$ cat src/rtl/pdm_pcm_fifo.sv
// rtl/pdm_pcm_fifo.sv - PCM sample FIFO between CIC decimator and register interface
// Single or packed-pair pops, level irq against a threshold, sticky overrun on dropped samples.
module pdm_pcm_fifo #(
   parameter int DEPTH = 8,
   parameter int AW    = $clog2(DEPTH),
   parameter int CW    = $clog2(DEPTH + 1)
) (
   input  logic          clk,
   input  logic          rst,
   input  logic [15:0]   in_pcm,
   input  logic          in_valid,
   input  logic          flush,
   input  logic          pack,
   input  logic          pop,
   input  logic [CW-1:0] thresh,
   input  logic          ovr_clr,
   output logic [31:0]   rd_data,
   output logic          rd_valid,
   output logic [CW-1:0] count,
   output logic          empty,
   output logic          full,
   output logic          overrun,
   output logic          irq
);

   localparam logic [CW-1:0] FULL_C = CW'(DEPTH);

   logic [15:0]   mem [DEPTH];
   logic [AW-1:0] wr_ptr;
   logic [AW-1:0] rd_ptr;
   logic [15:0]   head0;
   logic [15:0]   head1;
   logic          pop_acc;
   logic          push_acc;
   logic          drop;
   logic [CW-1:0] pop_amt;
   logic [CW-1:0] post_pop;
   logic [CW-1:0] count_nxt;
   logic [AW-1:0] rd_step;

   always_comb begin
      head0    = mem[rd_ptr];
      head1    = mem[rd_ptr + AW'(1)];
      rd_valid = pack ? (count >= CW'(2)) : (count != '0);
      rd_data  = '0;
      if (rd_valid)
         rd_data = pack ? {head1, head0} : {{16{head0[15]}}, head0};
   end

   // The pop is resolved first so a full FIFO being drained can still take a new sample.
   always_comb begin
      pop_acc   = pop && rd_valid;
      pop_amt   = pop_acc ? (pack ? CW'(2) : CW'(1)) : '0;
      rd_step   = pack ? AW'(2) : AW'(1);
      post_pop  = count - pop_amt;
      push_acc  = in_valid && (post_pop < FULL_C);
      drop      = in_valid && !push_acc;
      count_nxt = flush ? '0 : (post_pop + CW'(push_acc));
   end

   assign empty = (count == '0);
   assign full  = (count == FULL_C);

   always_ff @(posedge clk) begin
      if (rst) begin
         wr_ptr  <= '0;
         rd_ptr  <= '0;
         count   <= '0;
         overrun <= 1'b0;
         irq     <= 1'b0;
      end else begin
         count <= count_nxt;
         irq   <= (thresh != '0) && (count_nxt >= thresh);
         if (flush) begin
            wr_ptr  <= '0;
            rd_ptr  <= '0;
            overrun <= 1'b0;
         end else begin
            if (pop_acc)
               rd_ptr <= rd_ptr + rd_step;
            if (push_acc)
               wr_ptr <= wr_ptr + AW'(1);
            if (drop)
               overrun <= 1'b1;
            else if (ovr_clr)
               overrun <= 1'b0;
         end
      end
   end

   always_ff @(posedge clk) begin
      if (!rst && !flush && push_acc)
         mem[wr_ptr] <= in_pcm;
   end

endmodule

$ cat config.mk
export PLATFORM = sky130hd
export DESIGN_NAME = pdm_pcm_fifo
export DESIGN_NICKNAME = d
export VERILOG_FILES = /design/src/rtl/pdm_pcm_fifo.sv
export SDC_FILE = /design/constraint.sdc
export NUM_CORES = 1
export LEC_CHECK = 0
export ABC_AREA = 1
export CORE_MARGIN = 2
export CORE_UTILIZATION = 47
export CTS_CLUSTER_DIAMETER = 100
export DETAILED_ROUTE_END_ITERATION = 10
export PLACE_DENSITY = 0.75
export RECOVER_POWER = 25
export SLEW_MARGIN = 25
export SYNTH_ARGS = -nofsm -noshare
export SYNTH_HDL_FRONTEND = slang
export SYNTH_SLANG_ARGS = --single-unit
$ cat constraint.sdc
create_clock -name clk -period 10.3 [get_ports clk]
set_input_delay 1.545 -clock clk [delete_from_list [all_inputs] [get_ports clk]]
set_output_delay 1.545 -clock clk [all_outputs]
set_load 0.01 [all_outputs]
==> results.toml <==
[floorplan]
core_area_um2 = 15890
die_area_um2 = 17330
num_rows = 46
fp.dieW_um = 131.6
die_y_um = 131.6
start_util = 0.4820
ios = 68

[yosys]
synth_edf_count = 128
synth_ff_type = "edfxtp_1"
yosysWarnings = 0
syn_nets = 933
ys_seq_area_frac = 0.5413
postSynthCellCount = 893
synth-async-reset-ratio = 0
yosysUniqueCellTypes = 31
synthesis.area_um2 = 7656
syn_area_per_cell_um2 = 8.573
ys_ff_latch = 143

[place]
numPortBuffers = 67
dp_cells = 1141
place_congestion = 0.8058
dpl.hpwl_um = 11270

[power]
p_leak_nw = 3.644
vdd_drop_max_v = 0.0001583
powerDensity_nw_per_um2 = 160.1

[drt]
met2_wirelength_um = 9783
final_antenna_net_count = 0
met1Wirelength_um = 7865
routed_wl_um = 19900
via_per_inst = 5.447
drt_first_iter_violations = 680
remaining_drc_errors = 0
wl_per_cell_um = 16.97
via_count = 6389
highest_layer = "met4"
wl_met3_um = 1868
drt_pre_antenna_iters = 7

[worst_setup_path]
max_stage_delay_ns = 0.51
path_cells = "clkdlybuf4s50_1, buf_4, inv_2, nand2_1, nand3b_2, inv_2, nor3_1, clkdlybuf4s50_1"
slowest_stage = "clkdlybuf4s50_1"
cp_max_fo = 32
cp-start-kind = "input port"
timing.rr.end = "mem[6][8]"
worst-r2r-cell-count = 13
worstPathRequired_ns = 8.76
cp_data_arrival_time_ns = 3.81
ff2ff_setup_slack_ns = 6.84
worst_r2r_startpoint = "count[1]"
crit_type = "in -> out"
endpoint_kind = "output pin"

[timing]
clock_skew_ns = 0.006042
fin_crit_ns = 5.359
timing.final.hold_violations = 0
slew_headroom = 0.3420
rsz0062_at_grt = "false"
finalSetupViolations = 0
tightestPinTransition_ns = 0.9870
finalSetupTns_ns = 0
finalMaxSlewViolations = 0
min_period_over_period = 0.5203
fmax_ghz = 0.1866

[clock_network]
htreeDepth = 4
clock-sinks = 143
cts_hold_buffers = 0
max-clock-path-buffers = 2
worstSkewPairLatency_ns = 0.42
clk_pin_slew_ns = 0.06
cts-root-buf = "clkbuf_16"
post-cts-setup-buffers = 0
cts_resized = 0
tritoncts = "yes"
cts_buffers = 17

[final_layout]
final_cells = 1173
final_common_cell = "nand2_1"
layout_common_cells = "nand2_1, inv_1, edfxtp_1, nand3_1, a21oi_1"
diodes = 0
nFillCells = 1392
nNetsFinal = 984
area.growth.synth_to_final_pct = 17.94
layout-drive-gt1-share = 0.06479

[global_route]
grt_overflow = 0
antenna_found_initial = 0
grt_max_degree = 96
grt_pass1_wl_um = 31710
grtUsageTotal = 0.2351
grt_pass1_vias = 6104

[flow_run]
cap_viol_max_count = 0

[worst_hold_path]
min_from = "overrun"
hold_path.class = "reg -> reg"
whs_path_depth = 2
holdPathEnd = "overrun"

[status]
outcome = "finished, final reports clean"
## state kept, by name, summed over array words and instances (netlist names), named ones only
| register | flops |
|---|---|
| overrun | 1 |
| mem | 128 |
| rd_ptr | 3 |
| irq | 1 |
| count | 4 |
| wr_ptr | 3 |
## layer usage
layer	track usage	vias to the layer above
met2	0.3906	340
met1	0.3028	2951
met3	0.05478	38
met5	0	-
met4	0.08092	0
li1	-	3060
## cell usage after synthesis, types with 2 or more instances
cell type	n	area share
nor3_1	17	0.011
dfxtp_1	15	0.039
o211ai_1	16	0.016
o21ai_0	44	0.029
a21oi_1	82	0.054
buf_6	2	0.0029
ha_1	11	0.018
or2_2	2	0.0016
buf_2	22	0.014
inv_1	138	0.068
clkbuf_1	17	0.0083
fa_1	2	0.0052
nand3_2	6	0.0078
edfxtp_1	128	0.50
nor2_1	69	0.034
nand2_1	187	0.092
o21ai_1	4	0.0026
xor2_1	2	0.0023
nor4_1	2	0.0016
inv_2	4	0.0020
nand3_1	104	0.068
nand4_1	3	0.0025
buf_4	8	0.0078
## worst max-delay path by stage
stage | end | start | slack, ns
after floorplan | irq | pack | 5.91
after global routing | rd_data[2] | pack | 4.81
final | rd_data[13] | pack | 4.94
after global placement | rd_data[7] | pack | 4.98
after CTS | rd_data[3] | pack | 4.91
after detailed placement | rd_data[3] | pack | 4.93
## power by group
part	internal (mW)	switching, mW
Clock	0.349	0.231
Combinational	0.0884	0.132
Sequential	0.640	0.00461
## critical path, delay by kind of cell
| kind | cells | cell delay, ns |
|---|---|---|
| simple gates | 3 | 0.34 |
| buf+inv | 5 | 1.87 |
## logic make-up after synthesis
kind of cell	share of synthesized area
flops	0.5413
simple gates	0.2219
buf+inv	0.1041
compound gates	0.1018
xor+xnor	0.007683
fa+ha+maj	0.02321
## layout make-up
class	count	area (um^2)	area share
Sequential cell	143	4146	0.4592
Multi-Input combinational cell	557	2740	0.3035
Timing Repair Buffer	82	783.3	0.08674
Inverter	143	536.8	0.05944
Clock buffer	17	425.4	0.04711
Tap cell	216	270.3	0.02993
Clock inverter	15	127.6	0.01413
## metrics by stage
step | total power, mW | util | cell area (um^2) | setup WS, ns | hold WS [ns]
global route | 1.500 | 0.5684 | 9030 | 4.806 | 0.5055
floorplan | 0.7857 | - | 7656 | 5.914 | 0.4600
CTS | 1.449 | 0.5670 | 9007 | 4.911 | 0.4744
detailed placement | 0.8770 | 0.5322 | 8454 | 4.926 | 0.4665
finish | 1.446 | 0.5684 | 9030 | 4.941 | 0.4712
global placement | 0.8743 | 0.5322 | 8454 | 4.975 | 0.4586
No activity file was read; power rests on OpenSTA's default activity.
